## src/rtl/boot_pkg.sv

```systemverilog
// rtl/boot_pkg.sv - shared state encoding, frame constants and address helper for boot_loader
package boot_pkg;

  typedef enum logic [2:0] {IDLE, LEN, DATA, CSUM, DONE, ERR} boot_state_t;

  localparam logic [7:0] BOOT_MAGIC = 8'hB0;

  function automatic logic [31:0] word_to_addr(input logic [31:0] index);
    return {index[29:0], 2'b00};
  endfunction

endpackage

```

## src/rtl/byte_assembler.sv

```systemverilog
// rtl/byte_assembler.sv - 4-byte little-endian word assembler shared by the LEN and DATA phases
module byte_assembler (
  input  logic        clk,
  input  logic        rst,
  input  logic        clr,
  input  logic        in_valid,
  input  logic [7:0]  in_data,
  output logic [31:0] word,
  output logic        word_valid
);

  logic [1:0]  byte_cnt;
  logic [31:0] shreg;

  // word is the value including the byte being accepted, so the 4th byte is usable in its own cycle
  assign word       = {in_data, shreg[31:8]};
  assign word_valid = in_valid && (byte_cnt == 2'd3);

  always_ff @(posedge clk) begin
    if (rst || clr) begin
      byte_cnt <= 2'd0;
      shreg    <= 32'd0;
    end else if (in_valid) begin
      byte_cnt <= byte_cnt + 2'd1;
      shreg    <= word;
    end
  end

endmodule

```

## src/rtl/boot_loader.sv

```systemverilog
// rtl/boot_loader.sv - framed byte-stream image loader into IMEM; optional inter-byte timeout under BOOT_LOADER_TIMEOUT_EN
module boot_loader
  import boot_pkg::*;
#(
  parameter int          IMEM_DEPTH     = 1024,
  parameter logic [7:0]  MAGIC          = BOOT_MAGIC,
  parameter int          TIMEOUT_CYCLES = 100000
) (
  input  logic        clk,
  input  logic        rst,
  input  logic        rx_valid,
  input  logic [7:0]  rx_data,
  output logic        rx_ready,
  output logic        imem_we,
  output logic [31:0] imem_addr,
  output logic [31:0] imem_wdata,
  output logic        core_rst,
  output logic        done,
  output logic        error
);

  localparam int                IDX_W   = $clog2(IMEM_DEPTH + 1);
  localparam logic [31:0]       DEPTH_W = 32'(IMEM_DEPTH);
  localparam logic [IDX_W-1:0]  IDX_ONE = IDX_W'(1);

  boot_state_t      state;
  logic [IDX_W-1:0] idx;
  logic [31:0]      len;
  logic [7:0]       xor_acc;
  logic             acc;
  logic             asm_valid;
  logic             asm_clr;
  logic [31:0]      word;
  logic             word_valid;
  logic             timeout_hit;

  assign acc       = rx_valid && rx_ready;
  assign asm_valid = acc && ((state == LEN) || (state == DATA));
  assign asm_clr   = acc && (rx_data == MAGIC) &&
                     ((state == IDLE) || (state == DONE) || (state == ERR));

  assign done     = (state == DONE);
  assign error    = (state == ERR);
  assign core_rst = (state != DONE);

  byte_assembler u_asm (
    .clk        (clk),
    .rst        (rst),
    .clr        (asm_clr),
    .in_valid   (asm_valid),
    .in_data    (rx_data),
    .word       (word),
    .word_valid (word_valid)
  );

`ifdef BOOT_LOADER_TIMEOUT_EN
  localparam int TMO_W = $clog2(TIMEOUT_CYCLES + 1);

  logic [TMO_W-1:0] tmo_cnt;
  logic             counting;

  assign counting    = (state == LEN) || (state == DATA) || (state == CSUM);
  assign timeout_hit = counting && !acc && (tmo_cnt == TMO_W'(TIMEOUT_CYCLES - 1));

  always_ff @(posedge clk) begin
    if (rst || acc || !counting) begin
      tmo_cnt <= '0;
    end else begin
      tmo_cnt <= tmo_cnt + TMO_W'(1);
    end
  end
`else
  assign timeout_hit = 1'b0 && (TIMEOUT_CYCLES > 0);
`endif

  always_ff @(posedge clk) begin
    if (rst) begin
      state      <= IDLE;
      rx_ready   <= 1'b0;
      imem_we    <= 1'b0;
      imem_addr  <= 32'd0;
      imem_wdata <= 32'd0;
      idx        <= '0;
      len        <= 32'd0;
      xor_acc    <= 8'd0;
    end else begin
      rx_ready <= 1'b1;
      imem_we  <= 1'b0;
      case (state)
        IDLE, DONE, ERR: begin
          if (asm_clr) begin
            state   <= LEN;
            xor_acc <= 8'd0;
            idx     <= '0;
          end
        end
        LEN: begin
          if (acc) begin
            xor_acc <= xor_acc ^ rx_data;
            if (word_valid) begin
              len <= word;
              idx <= '0;
              if (word > DEPTH_W) begin
                state <= ERR;
              end else if (word == 32'd0) begin
                state <= CSUM;
              end else begin
                state <= DATA;
              end
            end
          end
        end
        DATA: begin
          if (acc) begin
            xor_acc <= xor_acc ^ rx_data;
            if (word_valid) begin
              imem_we    <= 1'b1;
              imem_addr  <= word_to_addr(32'(idx));
              imem_wdata <= word;
              idx        <= idx + IDX_ONE;
              if (32'(idx) == len - 32'd1) begin
                state <= CSUM;
              end
            end
          end
        end
        CSUM: begin
          if (acc) begin
            state <= (rx_data == xor_acc) ? DONE : ERR;
          end
        end
        default: state <= IDLE;
      endcase
      // timeout only fires in a cycle with no accepted byte, so it never races a transition above
      if (timeout_hit) begin
        state <= ERR;
      end
    end
  end

endmodule
```

## config.mk

```make
export PLATFORM = sky130hd
export DESIGN_NAME = boot_loader
export DESIGN_NICKNAME = d
export VERILOG_FILES = /design/src/rtl/boot_pkg.sv /design/src/rtl/byte_assembler.sv /design/src/rtl/boot_loader.sv
export SDC_FILE = /design/constraint.sdc
export NUM_CORES = 1
export LEC_CHECK = 0
export BUFFER_PORTS_ARGS = -buffer_cell sky130_fd_sc_hd__clkbuf_2
export CORE_MARGIN = 3
export CORE_UTILIZATION = 52
export CTS_BUF_LIST = sky130_fd_sc_hd__clkbuf_4 sky130_fd_sc_hd__clkbuf_8 sky130_fd_sc_hd__clkbuf_16
export CTS_CLUSTER_SIZE = 24
export DETAILED_ROUTE_END_ITERATION = 10
export GPL_TIMING_DRIVEN = 0
export PLACE_DENSITY_LB_ADDON = 0.25
export SKIP_CTS_REPAIR_TIMING = 1
export SLEW_MARGIN = 30
export SYNTH_ARGS = -nofsm -noshare
export SYNTH_HDL_FRONTEND = slang
export SYNTH_SLANG_ARGS = --single-unit
```

## constraint.sdc

```tcl
create_clock -name clk -period 2.7 [get_ports clk]
set_clock_uncertainty 0.05 [all_clocks]
set_input_delay 0.405 -clock clk [delete_from_list [all_inputs] [get_ports clk]]
set_output_delay 0.405 -clock clk [all_outputs]
set_load 0.01 [all_outputs]
```

# Yosys cells after proc, flatten, opt, wreduce, memory -nomap -nowiden
# Index checks and enable logic that the tools add are counted.
[word_totals]
inputBits = 11
reg_bits = 133
output_inout_bits = 69
elab_cells = 78
[classes]
addsub = 3
muxes = 22
n_bitwise = 3
n_eq_ne = 18
magnitude_cmp = 1
reduce_logical = 21
[op_table]
columns = ["op", "n"]
rows = [
  ["$mux 11", 5],
  ["$pmux 11 s3", 1],
  ["$eq 11x32->1", 1],
  ["$gt 32x11->1 const B", 1],
  ["$logic_not 32->1", 1],
  ["$sub 32x1->32 const B", 1],
  ["$mux 3", 8],
  ["$mux 8", 2],
  ["$pmux 8 s2", 1],
  ["$pmux 3 s4", 1],
  ["$add 11x1->11 const B", 1],
  ["$ne 2x1->1 const B", 5],
  ["$reduce_and 3->1", 3],
  ["$eq 8x8->1", 1],
  ["$eq 8x8->1 const B", 1],
  ["$xor 8x8->8", 1],
  ["$reduce_and 7->1", 1],
  ["$eq 3x2->1 const B", 2],
  ["$eq 3x3->1 const B", 2],
  ["$ne 2x2->1 const B", 3],
  ["$reduce_and 6->1", 1],
  ["$reduce_or 3->1", 2],
  ["$logic_and 1x1->1", 5],
  ["$logic_or 1x1->1", 4],
  ["other kinds (10)", 14],
]

# Depth between registers and ports, before layout
# Gate-level depths: netlist of the first run.
[logic_depth]
ltp_word = 7
ltp_mapped = 9
mapped_depth_nobuf = 9

# Hierarchy
# A second synthesis of the first run with hierarchy kept.
[unflattened]
hier_cells = 737
area_unflattened_um2 = 5883.1
[by_module_without_submodules]
columns = ["module", "area_each_um2", "instances", "seq_area_each_um2", "cells_per_inst"]
rows = [
  ["boot_loader", 4843.4, 1, 1981.9, 642],
  ["byte_assembler", 1039.7, 1, 520.5, 95],
]

# Worst setup path after synthesis of the first run
# No wires, ideal clock.
[synth_timing]
path_kind = "reg-to-reg"
start = "register len[0]"
end = "register state[0]"
required_ns = 2.566
path_stages_with_launch = 10
path_slack_ns = 0.196
synth_period_minus_slack_ns = 2.504
n_path_buf = 0
setup_time_ns = 0.084
t_arrival_ns = 2.369
cell_sequence = "dfxtp_1 -> inv_1 -> ha_1 -> and2b_2 -> nand3_2 -> or3_1 -> or4_1 -> a2111oi_2 -> nand4_1 -> o31ai_2"
[synth_between]
elab_chain_cells = 4
[synth_rtl]
columns = ["element", "line", "source"]
rows = [
  ["start, declared", "boot_loader.sv:28", "logic [31:0] len;"],
  ["start signal, assigned", "boot_loader.sv:101", "len <= word;"],
  ["$sub 32x1->32", "boot_loader.sv:121", "if (32'(idx) == len - 32'd1) begin"],
  ["$eq 11x32->1", "boot_loader.sv:121", ""],
  ["$ne 2x1->1 (no source line)", "-", ""],
  ["$reduce_and 7->1 (no source line)", "-", ""],
  ["end signal, assigned", "boot_loader.sv:129", "state <= (rx_data == xor_acc) ? DONE : ERR;"],
  ["end, declared", "boot_loader.sv:26", "boot_state_t state;"],
]
# No other way between the ends.
# A chain may end at the register's enable or synchronous reset.

# Worst setup path after layout of the first run
# Ends and elaborated chain as after synthesis.

==> results of run 1 <==
[final cells by class]
cell class,instances,area share [%]
Multi-Input combinational cell,557,42.0
Tap cell,136,2.47
Clock buffer,21,6.73
Inverter,14,0.764
Timing Repair Buffer,59,4.40
Buffer,60,5.18
Clock inverter,9,2.00
Sequential cell,125,36.4
[power breakdown]
| group | leakage [uW] | total [uW] | switching [uW] | internal (uW) |
|---|---|---|---|---|
| Sequential | 0.00101 | 1850 | 1.29 | 1850 |
| Combinational | 0.00133 | 124 | 85.2 | 38.7 |
| Clock | 0.000282 | 2290 | 811 | 1480 |
| Total | 0.00262 | 4260 | 897 | 3370 |
[routing by layer]
| metal | part of all wire, % | track usage [%] |
|---|---|---|
| met4 | 2.0 | 9.76 |
| met2 | 49 | 42.9 |
| met3 | 7.2 | 6.00 |
| met1 | 42 | 33.2 |
| met5 | 0 | 0 |
[Yosys cell counts (all sizes together), types with 2 or more instances]
master / instances
o22ai: 2
and3: 4
a2111oi: 2
clkbuf: 39
o211ai: 3
nand2: 216
or4: 4
a31oi: 3
xor2: 12
o31ai: 4
nand2b: 5
a211o: 3
a21oi: 113
buf: 22
nand4: 7
a211oi: 2
or2: 2
dfxtp: 125
ha: 3
o21a: 2
inv: 13
nor2b: 11
o21ai: 18
nor2: 36
nor4: 14
or3: 12
nand3: 14
xnor2: 9
nor3: 14
[worst min path at each step]
| stage | end | depth (start not counted) |
|---|---|---|
| after CTS | rx_ready$_DFF_P_ | 2 |
| after global routing | rx_ready$_DFF_P_ | 2 |
| after floorplan | len[29]$_SDFFE_PP0P_ | 2 |
| after detailed placement | imem_wdata[12]$_SDFFE_PP0P_ | 2 |
| after global placement | len[29]$_SDFFE_PP0P_ | 2 |
| final | rx_ready$_DFF_P_ | 2 |
[kinds of logic after synthesis]
family / share of synthesized area [%]
buf+inv: 7.29
xor+xnor: 3.25
compound gates: 16.8
flops: 44.2
simple gates: 27.3
fa+ha+maj: 0.663
other cells: 0.0662
mux: 0.376
[per-stage QoR]
| step | power, uW | cells | setup TNS (ns) | hold slack (ns) |
|---|---|---|---|---|
| 3_5_place_dp | 2010 | 950 | -9.04 | 0.399 |
| 2_1_floorplan | 1970 | 758 | 0 | 0.381 |
| 5_1_grt | 4370 | 981 | -0.0203 | 0.159 |
| 6_report | 4260 | 981 | 0 | 0.169 |
| 3_3_place_gp | 2010 | 950 | -8.65 | 0.390 |
| 4_1_cts | 4280 | 980 | -0.711 | 0.130 |
[worst register-to-register path: stages, from the launching register on]
cell	delay, ns
dfxtp_2	0.35
inv_2	0.09
ha_4	0.16
and2b_2	0.20
nand3_4	0.09
or3_1	0.34
or4_4	0.52
a2111oi_4	0.31
nand4_1	0.24
o31ai_2	0.27
[sequential cells by signal (all words and copies together) (netlist names)]
name            cells
idx                11
rx_ready            1
imem_addr          11
u_asm.shreg        24
imem_wdata         32
len                32
imem_we             1
state               3
xor_acc             8
u_asm.byte_cnt      2
==> impl_metrics.py, run 1 <==
metrics = {
    "critical_path": {
        "crit_cells": 9,
        "r2r-end": "state[0]$_SDFFE_PP0P_",
        "cp_slowest_cell": "or4_4",
        "reg2reg_slack_ns": 0.02,
        "cp_slowest_stage_delay_ns": 0.52,
        "crit_path_end_kind": "flip-flop",
        "cp.arrival_ns": 3.07,
        "reg2reg_from": "len[0]$_SDFFE_PP0P_",
        "path_cells": "inv_2 -> ha_4 -> and2b_2 -> nand3_4 -> or3_1 -> or4_4 -> a2111oi_4 -> nand4_1 -> o31ai_2",
        "critPathKind": "reg -> reg",
        "cp.required_ns": 3.09,
        "critPathCapture": "state[0]$_SDFFE_PP0P_",
        "crit_family": "simple AND/OR/NAND/NOR gates",
        "rr_worst_depth": 9,
        "timing.critical_path.buf_inv": 1,
        "crit_fanout": 6,
        "startpoint": "len[0]$_SDFFE_PP0P_",
        "cp-start-kind": "flip-flop",
    },
    "logic_synthesis": {
        "ys.flop_type": "dfxtp_1",
        "yosysUniqueCellTypes": 64,
        "async_flop_share_pct": 0,
        "ys_seq_area_share_pct": 44.2,
        "avgSynthCellArea_sq_um": 7.67,
        "synth-edff-count": 0,
        "synth_largest_area_cell": "dfxtp_1",
        "synthTopCellsByArea": "dfxtp_1 (44%), nand2_1 (14%), a21oi_1 (10%)",
        "netlist.area_leader.share_pct": 44.2,
        "synthesis.area_sq_um": 5660,
        "yosysWarnings": 0,
        "synth-seq-cells": 125,
        "synth_cells": 738,
    },
    "sta": {
        "setup_viol": 0,
        "min_period_ns": 2.68,
        "hold_violations": 0,
        "setup_slack_ns": 0.0178,
        "tightest_slew_ns": 0.835,
        "period_share_pct": 99.3,
        "slew_headroom_pct": 43.7,
        "fmax_mhz": 373,
        "slew_violations": 0,
    },
    "die": {
        "die_h_um": 110,
        "ios": 80,
        "core_sq_um": 10500,
        "start_util_pct": 54.1,
        "die_area_sq_um": 12200,
        "fp.dieW_um": 110,
        "num_rows": 37,
    },
    "placement": {
        "pre_cts_slack_ns": -0.409,
        "place_congestion": 0.901,
        "io_buffers": 56,
        "dp_hpwl_mm": 11.1,
        "placed_area_sq_um": 6190,
    },
    "worst_hold_path": {
        "hp-start": "rst",
        "worst_hold_path_type": "in -> reg",
    },
    "clocking": {
        "root_buffer": "clkbuf_8",
        "numCtsBuffers": 17,
        "clock_path_buffers": 2,
        "clkTransAtPathRegs_ns": 0.06,
        "clk_latency_ns": 0.52,
        "clock_sinks": 125,
        "cts_tree": "done",
        "cts_max_level": 4,
    },
    "layout": {
        "fin_util_pct": 65.8,
        "drive_above_1_share_pct": 17.4,
        "syn_to_final_growth_pct": 21.5,
        "seq_area_sq_um": 2510,
        "final_common_cell": "nand2_1",
        "multi_input_area_sq_um": 2890,
        "nNetsFinal": 848,
        "final_cell_area_sq_um": 6880,
        "antenna_cells": 0,
        "layout_common_cells": "nand2_1 (216), dfxtp_1 (121), a21oi_1 (113)",
        "n_fill_cell": 917,
    },
    "global_route": {
        "grt_first_pass_wirelength_mm": 24.3,
        "antenna_found_initial": 0,
        "gr-total-overflow": 0,
        "grt_max_degree": 17,
        "grt_pass1_vias": 4896,
        "grtUsageTotal_pct": 26.0,
    },
    "power": {
        "irDropWorstVdd_mv": 0.425,
        "power_density_nw_per_um2": 620,
        "leakage_uw": 0.00262,
    },
    "job": {
        "maxCapViolations": 0,
    },
    "drt": {
        "firstDrtPassIters": 5,
        "ant_nets": 0,
        "wl_per_cell_um": 15.9,
        "drt_wl_total_mm": 15.6,
        "drt_iter0_markers": 442,
        "drc": 0,
        "vias": 5476,
        "viasPerCell": 5.58,
    },
    "status": {
        "status": "finished, final reports clean",
    },
}
Note: power is estimated with default switching activity, not from simulation.
==> run 2, diff against run 1 <==
--- a/config.mk
+++ b/config.mk
@@ -12,7 +12,7 @@
 export CTS_CLUSTER_SIZE = 24
 export DETAILED_ROUTE_END_ITERATION = 10
 export GPL_TIMING_DRIVEN = 0
-export PLACE_DENSITY_LB_ADDON = 0.25
+export PLACE_DENSITY = 0.78
 export SKIP_CTS_REPAIR_TIMING = 1
 export SLEW_MARGIN = 30
 export SYNTH_ARGS = -nofsm -noshare
==> run 2 against run 1 <==
Sequential share of layout area shrank 0.059 points. The run now ends with setup timing left. Highest routed layer unchanged. Utilization is essentially flat. Critical endpoint unchanged. Via count grew 1.2%. Global-route usage grew 0.81 points. Die area is the same. Routed wire length shrank 0.32%. Fmax shrank 4.6%. First-iteration DRC count grew 6.8%.
==> impl_metrics.py, run 2 (synthesis results as in run 1) <==
metrics = {
    "power": {
        "totalPowerFinal_uw": 4330,
        "leakage_uw": 0.00261,
        "power_density_nw_per_um2": 629,
        "irDropWorstVdd_mv": 0.379,
    },
    "placement": {
        "pre_cts_slack_ns": -0.319,
        "io_buffers": 56,
        "place_congestion": 1.01,
        "place_inst": 950,
        "dp_hpwl_mm": 10.9,
    },
    "layout": {
        "multi_input_area_sq_um": 2890,
        "final_common_cell": "nand2_1",
        "top_regs": "imem_wdata (32), len (32), u_asm.shreg (24)",
        "nNetsFinal": 846,
        "drive_above_1_share_pct": 16.7,
        "syn_to_final_growth_pct": 21.5,
        "instances_no_fill": 981,
        "antenna_cells": 0,
        "seq_area_sq_um": 2500,
        "n_fill_cell": 878,
        "fin_util_pct": 65.7,
        "layout_common_cells": "nand2_1 (216), dfxtp_1 (125), a21oi_1 (113)",
    },
    "die": {
        "die_area_sq_um": 12200,
        "ios": 80,
        "die_h_um": 110,
        "core_sq_um": 10500,
        "start_util_pct": 54.1,
        "num_rows": 37,
        "fp.dieW_um": 110,
    },
    "sta": {
        "slew_headroom_pct": 37.8,
        "fmax_mhz": 356,
        "period_share_pct": 104,
        "min_period_ns": 2.81,
        "setup_viol": 1,
        "rsz0062_at_grt": "yes",
        "hold_violations": 0,
        "setup_slack_ns": -0.111,
        "slew_violations": 0,
        "tightest_slew_ns": 0.925,
    },
    "global_route": {
        "gr-total-overflow": 0,
        "grt_pass1_vias": 5359,
        "grtUsageTotal_pct": 26.8,
        "antenna_found_initial": 0,
        "grt_max_degree": 17,
        "grt_first_pass_wirelength_mm": 25.3,
    },
    "clocking": {
        "clock_path_buffers": 2,
        "cts_tree": "done",
        "clk_latency_ns": 0.52,
        "root_buffer": "clkbuf_8",
        "clkTransAtPathRegs_ns": 0.06,
        "cts_max_level": 4,
        "numCtsBuffers": 17,
        "clock_sinks": 125,
    },
    "critical_path": {
        "crit_path_end_kind": "flip-flop",
        "cp-start-kind": "flip-flop",
        "crit_fanout": 7,
        "cp.arrival_ns": 3.20,
        "critPathKind": "reg -> reg",
        "cp.required_ns": 3.09,
    },
    "job": {
        "maxCapViolations": 0,
    },
    "drt": {
        "ant_nets": 0,
        "vias": 5542,
        "firstDrtPassIters": 7,
        "wl_per_cell_um": 15.8,
        "drt_wl_total_mm": 15.5,
        "drt_iter0_markers": 472,
        "viasPerCell": 5.65,
        "drc": 0,
    },
    "status": {
        "failed_checks": "setup timing",
        "status": "finished, violations left",
    },
    "worst_hold_path": {
        "worst_hold_path_type": "in -> reg",
    },
}
-- run 2: cell types whose count changed in the layout (fill, tap and decap cells not counted), sizes merged --
| cell | change |
|---|---|
| buf | -3 |
| inv | +2 |
| clkbuf | +1 |
| clkinv | +1 |
| clkinvlp | -1 |
-- run 2: through the flow --
step	setup TNS (ns)	hold slack [ns]	area, sq um
CTS	-0.748	0.147	6810
floorplan	0	0.381	5740
detailed placement	-8.15	0.399	6190
global placement	-7.47	0.388	6190
finish	-0.111	0.161	6880
global route	-0.197	0.164	6880
-- run 2: where the power goes --
group | leakage, uW | switching, uW | internal, uW | total (uW)
registers | 0.00101 | 1.02 | 1850 | 1850
logic | 0.00131 | 84.7 | 39.1 | 124
clock network | 0.000297 | 843 | 1510 | 2360
-- run 2: worst max-delay path: stages (launching register included) --
cell	delay, ns
dfxtp_1	0.39
nor4_4	0.40
nand3_4	0.14
or3_1	0.37
or4_4	0.51
a2111oi_4	0.37
nand4_1	0.26
o31ai_2	0.24
-- run 2: area by class of cell --
cell class	count	share of cell area [%]
multi-input cells	557	42.0
flip-flops and latches	125	36.4
plain buffers	61	5.24
clock buffers	21	6.82
repair buffers	56	4.07
inverters	14	0.764
well taps	136	2.47
clock inverters	11	2.27
-- run 2: routing by layer --
layer / GRT usage (%) / vias up / share of wire (%)
li1: - / 2662 / -
met1: 31.9 / 2588 / 40
met2: 46.2 / 243 / 50
met3: 5.47 / 49 / 6.9
met4: 12.7 / 0 / 3.3
met5: 0 / - / 0
-- run 2: final timing paths --
check	end	slack, ns	depth (start not counted)	from
max reg2reg	state[0]$_SDFFE_PP0P_	-0.11	7	len[6]$_SDFFE_PP0P_
min reg2reg	len[29]$_SDFFE_PP0P_	0.40	2	len[29]$_SDFFE_PP0P_
min	state[1]$_SDFFE_PP0P_	0.16	3	rx_valid
max	state[0]$_SDFFE_PP0P_	-0.11	7	len[6]$_SDFFE_PP0P_
